==> src/rtl/mem_arbiter.sv <==
`default_nettype none
// ============================================================================
// Module   : mem_arbiter
// Brief    : Round-robin arbiter sharing one memory port between ibus and dbus.
// Revision : 1.0 - initial release
// ============================================================================
module mem_arbiter #(
    parameter int ADDR_W = 64,
    parameter int DATA_W = 64
) (
    input  logic                  clk,
    input  logic                  rst,
    input  logic                  i_valid,
    input  logic [ADDR_W-1:0]     i_addr,
    output logic                  i_addr_ok,
    output logic                  i_data_ok,
    output logic [31:0]           i_data,
    input  logic                  d_valid,
    input  logic [ADDR_W-1:0]     d_addr,
    input  logic [2:0]            d_size,
    input  logic [DATA_W/8-1:0]   d_strobe,
    input  logic [DATA_W-1:0]     d_wdata,
    output logic                  d_addr_ok,
    output logic                  d_data_ok,
    output logic [DATA_W-1:0]     d_data,
    output logic                  m_valid,
    output logic [ADDR_W-1:0]     m_addr,
    output logic [2:0]            m_size,
    output logic [DATA_W/8-1:0]   m_strobe,
    output logic [DATA_W-1:0]     m_wdata,
    input  logic                  m_ok,
    input  logic [DATA_W-1:0]     m_rdata
);

    typedef enum logic [1:0] {
        S_IDLE = 2'd0,
        S_BUSY = 2'd1,
        S_DONE = 2'd2
    } state_t;

    localparam logic       c_OWN_I = 1'b0;
    localparam logic       c_OWN_D = 1'b1;
    localparam logic [2:0] c_ISIZE = 3'b010;

    state_t r_state;
    logic   r_owner;
    logic   r_last_grant;
    logic   r_drop;

    logic        w_grant_d;
    logic        w_owner_valid;
    logic        w_drop_now;
    logic [31:0] w_iword;

    // On a tie the bus that did not win last time gets the port.
    assign w_grant_d     = d_valid & (~i_valid | (r_last_grant == c_OWN_I));
    assign w_owner_valid = (r_owner == c_OWN_D) ? d_valid : i_valid;
    assign w_drop_now    = r_drop | ~w_owner_valid;
    assign w_iword       = m_addr[2] ? m_rdata[63:32] : m_rdata[31:0];

    always_ff @(posedge clk) begin
        if (rst) begin
            r_state      <= S_IDLE;
            r_owner      <= c_OWN_I;
            r_last_grant <= c_OWN_D;
            r_drop       <= 1'b0;
            m_valid      <= 1'b0;
            m_addr       <= '0;
            m_size       <= '0;
            m_strobe     <= '0;
            m_wdata      <= '0;
            i_addr_ok    <= 1'b0;
            i_data_ok    <= 1'b0;
            i_data       <= '0;
            d_addr_ok    <= 1'b0;
            d_data_ok    <= 1'b0;
            d_data       <= '0;
        end else begin
            case (r_state)
                S_IDLE: begin
                    if (i_valid | d_valid) begin
                        r_state      <= S_BUSY;
                        m_valid      <= 1'b1;
                        r_drop       <= 1'b0;
                        r_owner      <= w_grant_d;
                        r_last_grant <= w_grant_d;
                        if (w_grant_d) begin
                            m_addr   <= d_addr;
                            m_size   <= d_size;
                            m_strobe <= d_strobe;
                            m_wdata  <= d_wdata;
                        end else begin
                            m_addr   <= i_addr;
                            m_size   <= c_ISIZE;
                            m_strobe <= '0;
                            m_wdata  <= '0;
                        end
                    end
                end
                S_BUSY: begin
                    if (!w_owner_valid) begin
                        r_drop <= 1'b1;
                    end
                    // An abandoned access still runs to completion; only the reply is withheld.
                    if (m_ok) begin
                        r_state <= S_DONE;
                        m_valid <= 1'b0;
                        if (!w_drop_now) begin
                            if (r_owner == c_OWN_D) begin
                                d_addr_ok <= 1'b1;
                                d_data_ok <= 1'b1;
                                d_data    <= m_rdata;
                            end else begin
                                i_addr_ok <= 1'b1;
                                i_data_ok <= 1'b1;
                                i_data    <= w_iword;
                            end
                        end
                    end
                end
                S_DONE: begin
                    r_state   <= S_IDLE;
                    i_addr_ok <= 1'b0;
                    i_data_ok <= 1'b0;
                    i_data    <= '0;
                    d_addr_ok <= 1'b0;
                    d_data_ok <= 1'b0;
                    d_data    <= '0;
                end
                default: begin
                    r_state <= S_IDLE;
                end
            endcase
        end
    end

endmodule
`default_nettype wire
==> config.mk <==
export PLATFORM = sky130hd
export DESIGN_NAME = mem_arbiter
export DESIGN_NICKNAME = d
export VERILOG_FILES = /design/src/rtl/mem_arbiter.sv
export SDC_FILE = /design/constraint.sdc
export NUM_CORES = 1
export LEC_CHECK = 0
export ABC_AREA = 1
export CAP_MARGIN = 20
export CELL_PAD_IN_SITES_DETAIL_PLACEMENT = 1
export CELL_PAD_IN_SITES_GLOBAL_PLACEMENT = 1
export CORE_AREA = 3 3 200 202
export DETAILED_ROUTE_END_ITERATION = 6
export DIE_AREA = 0 0 203 205
export PLACE_DENSITY = 0.72
export SKIP_LAST_GASP = 1
export SYNTH_ARGS = -nofsm -noshare
export SYNTH_HDL_FRONTEND = slang
export SYNTH_SLANG_ARGS = --single-unit
==> constraint.sdc <==
create_clock -name clk -period 1.8 [get_ports clk]
set_input_delay 0.54 -clock clk [delete_from_list [all_inputs] [get_ports clk]]
set_output_delay 0.54 -clock clk [all_outputs]
set_load 0.005 [all_outputs]
==> impl_summary.txt, run 1 <==
----------------------------------------------------
[Critical path]
  Largest delay share family, worst path ... buffers and inverters
  Worst Setup Path Type ... reg -> out
  Critical path buffers and inverters ... 1
  Crit path max-delay cell type ... sky130_fd_sc_hd__clkdlybuf4s15_1
  Arrival time at the worst endpoint ... 1.25 ns
  Worst path max stage delay ... 0.38 ns
  CP endpoint kind ... output port
  Critical path required time ... 1.26 ns
  Source of the critical timing path ... m_addr[63]$_SDFFE_PP0P_
  Kind of start point of the critical path ... flop
  Critical Path, Cell by Cell ... clkdlybuf4s15_1
  Max FO, Critical Path ... 2
  Launching point of the worst reg2reg path ... r_owner$_SDFFE_PP0P_

[STA]
  Final number of max-transition violations ... 0
  Layout Skew ... ~0.0097 ns
  Maximum operating frequency ... 560.2 MHz
  Final period utilization ... 0.9918
  Worst-case hold slack ... around 0.45 ns
  Final Hold Viols ... 0
  Final setup fails ... 0
  Shortest period the worst path allows ... 1.785 ns
  RSZ-0062 raised after global routing ... true
  Relative max-transition margin ... 0.6330
  Post-Route Setup TNS ... 0 ns
  Actual slew at the worst max-slew pin ... 0.5505 ns

[Worst hold path]
  Hold path startpoint ... rst
  Hold/Removal Path Class ... in -> reg

[Power and ir drop]
  Leak pwr ... 0.007662 uW
  Peak supply drop ... between 600 and 700 uV
  Power per cell area ... 847.8 nW/um2

[GRT]
  First-pass GRT wire length ... about 67 mm
  Number of antenna violations at the first check in global routing ... 1
  GRT Overall Usage ... 0.2028
  Congestion Overflow GR ... 0
  Pin count of the biggest net entering global routing ... 63
  Vias in the first global route ... 11.34k

[Drt]
  Antenna-violating nets left ... 0
  Wire length after detailed routing ... around 45 mm
  Post-route DRC violation count ... 0
  DR vias ... about 11k
  Violation count after the first detailed-route iteration ... 387
  Average wire length per cell after detail routing ... just under 20 um
  Via count normalized by instance count ... 4.692
  Detailed Routing Iterations Pass 1 ... 4

[Layout]
  Register area ... 4877 um2
  Number of nets in the layout ... 2027
  Area of combinational cells with multiple inputs ... approximately 4300 um2
  Filler Cells Inserted ... ~4.7k
  Share of layout cells above drive strength 1 ... 0.1392
  Layout overhead on the synthesized area ... 66.08%

[Synth]
  Adder-Cell Fraction of Synth Area ... 0
  Number of distinct library cell variants in the gate-level netlist after synthesis ... 24
  Yosys Warn Count ... 0
  Cell count after synthesis ... 1264
  Parity-gate share of the synthesized area counting xor and xnor cells ... 0
  Flop and latch count out of synthesis ... 243
  Basic-gate share of the synthesized area counting and, or, nand and nor cells ... 0.2611
  Part of the Yosys area used for sequential elements ... 0.4829
  Average cell area after synthesis ... 7.970 um2
  Largest family of logic cells by synthesized area ... simple AND/OR/NAND/NOR gates
  Synthesized-area fraction occupied by ao, oa, aoi and oai cells ... 0.1638
  Mux share of post-synthesis cell area ... 0
  Cell area after synthesis ... roughly 10000 um2
  Number of nets in the synthesized netlist ... 1536

[Floorplan]
  Horizontal die dimension ... just over 200 um
  Placeable core region ... 38470 um2
  Die span in y ... about 210 um
  Standard-cell rows ... 72
  Starting density of the core ... 0.2619
  Die Outline Area ... 41620 um2
  I/O pins ... 512

[Place]
  Last weighted congestion value of the routability-driven placer ... 0.8227
  Count of buffers from port buffering ... between 500 and 600
  Half-perimeter wire length of the detailed placement result ... 33.80 mm

[Clocking]
  Number of CTS-inserted buffers ... 29
  CTS tree ... done
  Number of buffers on the longest clock path ... 3
  Clock input transition at the sequential cells of the worst setup and hold paths ... 0.06 ns
  Clock Root Buffer ... sky130_fd_sc_hd__clkbuf_16
  H-tree level count ... 1
  Worst skew pair latency ... roughly 0.54 ns
  Clock sink count ... 243

[Status]
  Outcome ... finished, final reports clean

[Run]
  Maxcap violations ... 0

----------------------------------------------------
path summary, 6_finish.rpt:
check | end | slack, ns | cells after the start
hold reg to reg | i_data[4]$_SDFFE_PP0P_ | 0.46 | 2
setup reg to reg | d_data[26]$_SDFFE_PP0P_ | 0.24 | 8
setup / recovery | m_addr[63] | 0.01 | 1
hold / removal | r_state[1]$_SDFFE_PP0P_ | 0.45 | 3
power by group:
group | switching (uW) | total, uW | internal (uW)
clock | 2340 | 5930 | 3590
combinational | 1200 | 2450 | 1260
sequential | 148 | 5810 | 5660
total | 3690 | 14200 | 10500
layer usage:
layer,up-vias,track usage,part of all wire
li1,5233,-,-
met1,5052,0.2280,0.38
met2,401,0.3636,0.50
met3,77,0.05800,0.079
met4,0,0.07696,0.043
met5,-,0,0
layout by cell type, fill, tap and decap left out, types with 4 or more instances in the layout:
cell / instances
sky130_fd_sc_hd__nand3_1: 270
sky130_fd_sc_hd__clkdlybuf4s50_1: 270
sky130_fd_sc_hd__dfxtp_1: 233
sky130_fd_sc_hd__dlygate4sd2_1: 231
sky130_fd_sc_hd__nand2_1: 197
sky130_fd_sc_hd__a21oi_1: 96
sky130_fd_sc_hd__inv_1: 81
sky130_fd_sc_hd__o211ai_1: 63
sky130_fd_sc_hd__or2_2: 62
sky130_fd_sc_hd__o21ai_2: 49
sky130_fd_sc_hd__o21ai_0: 45
sky130_fd_sc_hd__buf_4: 36
sky130_fd_sc_hd__clkbuf_16: 29
sky130_fd_sc_hd__buf_12: 25
sky130_fd_sc_hd__nor2_1: 22
sky130_fd_sc_hd__dfxtp_2: 10
sky130_fd_sc_hd__clkbuf_8: 9
sky130_fd_sc_hd__clkdlybuf4s15_1: 9
sky130_fd_sc_hd__inv_2: 7
sky130_fd_sc_hd__clkinv_2: 5
sky130_fd_sc_hd__clkbuf_1: 4
stage by stage:
step                utilization  area (um2)  worst slack, ns  std cells  total power (uW)
floorplan                     -       10070           0.3480       1264              6845
global placement         0.4168       16030          -0.3728       2241              8548
detailed placement       0.4168       16030          -0.4170       2241              8584
CTS                      0.4348       16720         -0.04536       2293             14400
global route             0.4350       16730         -0.03302       2294             14830
finish                   0.4350       16730          0.01481       2294             14190
flip-flops by register name (all words and copies together) (netlist names), 2 cells and up:
name and count:
m_strobe 8, m_size 3, m_wdata 64, i_data 32, d_data 64, m_addr 64, r_state 2
cell usage after synthesis (all sizes together):
cell    count  area share
o211ai     63       0.047
o211a       1     0.00099
a21oi      96       0.048
nor2       26       0.010
nand2     199       0.074
a211oi      2      0.0015
o21a        1     0.00075
o21ai      96       0.066
dfxtp     243        0.48
or2        63       0.039
buf        81       0.048
clkbuf     31       0.012
nand3     273        0.14
inv        89       0.033
cell families (layout without fill, tap and decap cells):
logic type | count (synthesis) | in the layout
other cells | 0 | 1
simple gates | 561 | 561
compound gates | 259 | 259
buf+inv | 201 | 712
flops | 243 | 243
what timing repair did:
action                                  CTS  global route
hold buffers                              0             0
gates resized for setup                 254             5
buffers inserted                          1             0
endpoints found under the setup margin  240             5
cloned                                    0             0
area by class of cell:
cell class	count	share of cell area
repair buffers	572	0.3342
flip-flops and latches	243	0.2915
multi-input cells	820	0.2576
clock buffers	42	0.05167
well taps	518	0.03873
inverters	89	0.02012
clock inverters	9	0.006057
diodes	1	0.0001496
Note: power is estimated with default switching activity, not from simulation.
==> inputs of run 2 (changes only) <==
CORE_AREA = 3 3 199 201   (was 3 3 200 202)
DIE_AREA = 0 0 202 204   (was 0 0 203 205)
PLACE_DENSITY = 0.73   (was 0.72)
clock period = 2.27 ns   (was 1.8 ns; I/O delays follow)
==> run 2 against run 1 <==
First-iteration DRC count down 14%. Critical path depth stayed put. Via count rose by 1.3%. Register-to-register slack improved by 0.41 ns. Final cell count increased by 0.39%. Die area down 0.98%. Global-route usage increased by 0.90 points. Worst hold slack gained 0.013 ns. Worst setup slack improved by 0.071 ns. Largest cell class unchanged. Highest routed layer is now met5.
==> impl_summary.txt, run 2 (same netlist as run 1, synthesis figures left out) <==
----------------------------------------------------
[Power and ir drop]
  Switching share of total power ... 0.2545 (-0.005296)
  Leak pwr ... 0.006707 uW (-12%)
  Peak supply drop ... 504.9 uV (-27%)
  Power share of the sequential group ... 0.392 (-0.017)
  Combinational share of power ... 0.181 (+0.008)
  Power per cell area ... 686.5 nW/um2 (-19%)
  Int Power ... 8762 uW (-17%)
  Share of power burned in the clock network ... 0.427 (+0.009)
  Power spent charging and discharging nets ... 2992 uW (-19%)
  Pwr Total ... 11750 uW (-17%)

[Drt]
  Detailed Routing Iterations Pass 1 ... 4 (unchanged)
  Via count normalized by instance count ... 4.733 (+0.88%)
  Antenna-violating nets left ... 0 (unchanged)
  Post-route DRC violation count ... 0 (unchanged)
  Wire length after detailed routing ... 46.09 mm (+3.4%)
  Violation count after the first detailed-route iteration ... 331 (-14%)
  DR vias ... 10.90k (+1.3%)
  Average wire length per cell after detail routing ... 20.01 um (+3.0%)

[Layout]
  Most common cell after layout, fill and taps aside ... sky130_fd_sc_hd__clkdlybuf4s50_1
  Filler Cells Inserted ... 4412 (-5.2%)
  Registers with the most flip-flops ... d_data (64), m_addr (64), m_wdata (64)
  Commonest cells after routing, fill and taps aside ... sky130_fd_sc_hd__clkdlybuf4s50_1, sky130_fd_sc_hd__nand3_1, sky130_fd_sc_hd__dfxtp_1
  Share of layout cells above drive strength 1 ... 0.1389 (-0.0002194)
  Number of nets in the layout ... 2037 (+0.49%)
  Layout overhead on the synthesized area ... 69.95%

[Place]
  Half-perimeter wire length of the detailed placement result ... 34.71 mm (+2.7%)
  Last weighted congestion value of the routability-driven placer ... 0.8361 (+1.6%)
  Count of buffers from port buffering ... 511 (unchanged)

[Status]
  Outcome ... finished, final reports clean

[STA]
  Final Hold Viols ... 0 (unchanged)
  Layout Skew ... 0.01628 ns (+0.006549 ns)
  Maximum operating frequency ... 457.8 MHz
  Final setup fails ... 0 (unchanged)
  Worst-case hold slack ... 0.4595 ns (+0.01332 ns)
  Final number of max-transition violations ... 0 (unchanged)
  Final period utilization ... 0.9623
  Actual slew at the worst max-slew pin ... 0.4484 ns (-0.1021 ns)
  Relative max-transition margin ... 0.7011 (+0.06810)
  Shortest period the worst path allows ... around 2.2 ns
  RSZ-0062 raised after global routing ... false

[Critical path]
  Kind of start point of the critical path ... flop
  Arrival time at the worst endpoint ... 1.50 ns (+0.25 ns)
  Largest delay share family, worst path ... buffers and inverters
  Critical path buffers and inverters ... 1 (unchanged)
  Crit path max-delay cell type ... sky130_fd_sc_hd__clkdlybuf4s50_1
  Source of the critical timing path ... m_strobe[6]$_SDFFE_PP0P_
  Critical Path, Cell by Cell ... clkdlybuf4s50_1
  Worst path max stage delay ... 0.61 ns (+0.23 ns)
  Critical path required time ... 1.59 ns (+0.33 ns)
  Max FO, Critical Path ... 2 (unchanged)
  Worst Setup Path Type ... reg -> out
  CP endpoint kind ... output port
  Launching point of the worst reg2reg path ... m_addr[2]$_SDFFE_PP0P_

[Clocking]
  Clock input transition at the sequential cells of the worst setup and hold paths ... 0.06 ns (about the same)
  Setup fix buffers added after clock tree synthesis ... 0 (-1)
  Clock Root Buffer ... sky130_fd_sc_hd__clkbuf_16
  Number of buffers on the longest clock path ... 3 (unchanged)
  Clock sink count ... 243 (unchanged)
  H-tree level count ... 1 (unchanged)
  Post-cts repair resize count ... 0 (-100%)
  Worst skew pair latency ... 0.55 ns (about the same)
  Hold Buf Count CTS ... 0 (unchanged)
  Number of CTS-inserted buffers ... 29 (unchanged)
  CTS tree ... done

[Run]
  Maxcap violations ... 0 (unchanged)

[Floorplan]
  Standard-cell rows ... 71 (-1.4%)
  I/O pins ... 512 (unchanged)
  Die Outline Area ... 41210 um2 (-0.98%)
  Horizontal die dimension ... 202 um (-0.49%)
  Starting density of the core ... 0.2668 (+0.004939)
  Placeable core region ... 37760 um2 (-1.9%)
  Die span in y ... 204 um (-0.49%)

[GRT]
  Pin count of the biggest net entering global routing ... 82 (+30%)
  First-pass GRT wire length ... 68.98 mm (+3.4%)
  Congestion Overflow GR ... 0 (unchanged)
  Vias in the first global route ... 11.64k (+2.7%)
  Number of antenna violations at the first check in global routing ... 9 (+8)
  GRT Overall Usage ... 0.2118 (+0.008997)

[Worst hold path]
  Hold/Removal Path Class ... reg -> reg
  Hold path startpoint ... i_data[9]$_SDFFE_PP0P_

----------------------------------------------------
-- run 2: worst register-to-register path, cell delays in order, from the launching register on --
cell and delay (ns):
sky130_fd_sc_hd__dfxtp_1 0.33, sky130_fd_sc_hd__buf_4 0.38, sky130_fd_sc_hd__inv_1 0.12, sky130_fd_sc_hd__buf_4 0.23, sky130_fd_sc_hd__o21ai_0 0.17, sky130_fd_sc_hd__inv_1 0.05, sky130_fd_sc_hd__o21ai_0 0.07, sky130_fd_sc_hd__nand2_1 0.07
sky130_fd_sc_hd__nand2_1 0.06, sky130_fd_sc_hd__nor2_1 0.04
-- run 2: layout make-up --
cell class,count,area (um2),area share
Clock buffer,43,888.4,0.05189
Clock inverter,8,143.9,0.008404
Sequential cell,243,4865,0.2841
Tap cell,511,639.4,0.03734
Antenna cell,7,17.52,0.001023
Timing Repair Buffer,582,5921,0.3458
Inverter,89,336.6,0.01966
Multi-Input combinational cell,820,4310,0.2518
-- run 2: final timing paths --
| kind | end | slack (ns) | depth (start not counted) |
|---|---|---|---|
| min | i_data[9]$_SDFFE_PP0P_ | 0.46 | 2 |
| max | m_strobe[6] | 0.09 | 1 |
| max reg2reg | i_data[31]$_SDFFE_PP0P_ | 0.65 | 9 |
| min reg2reg | i_data[9]$_SDFFE_PP0P_ | 0.46 | 2 |
-- run 2: power by group through the flow --
| stage | Clock, uW | Combinational [uW] | Sequential (uW) |
|---|---|---|---|
| 2_1_floorplan | 0 | 725 | 4700 |
| 3_3_place_gp | 0 | 2120 | 4690 |
| 6_report | 5020 | 2130 | 4610 |
| 4_1_cts | 5170 | 2150 | 4610 |
| 5_1_grt | 5360 | 2290 | 4630 |
| 3_5_place_dp | 0 | 2140 | 4700 |
-- run 2: stage by stage --
stage	TNS, ns	cell area, um2	utilization	instances	setup WS (ns)
4_1_cts	0	17100	0.4530	2296	0.03427
3_5_place_dp	-0.3061	16070	0.4256	2245	-0.03390
5_1_grt	0	17120	0.4535	2303	0.02721
2_1_floorplan	0	10070	-	1264	0.6770
3_3_place_gp	0	16070	0.4256	2245	0.0009999
6_report	0	17120	0.4535	2303	0.08566
-- run 2: per-layer routing --
layer,GRT usage,wire length [um],vias to the layer above,share of wire
li1,-,-,5248,-
met3,0.06577,3701,89,0.080
met1,0.2346,17820,5192,0.39
met5,0,20,-,0.00043
met4,0.08198,1858,4,0.040
met2,0.3799,22690,367,0.49
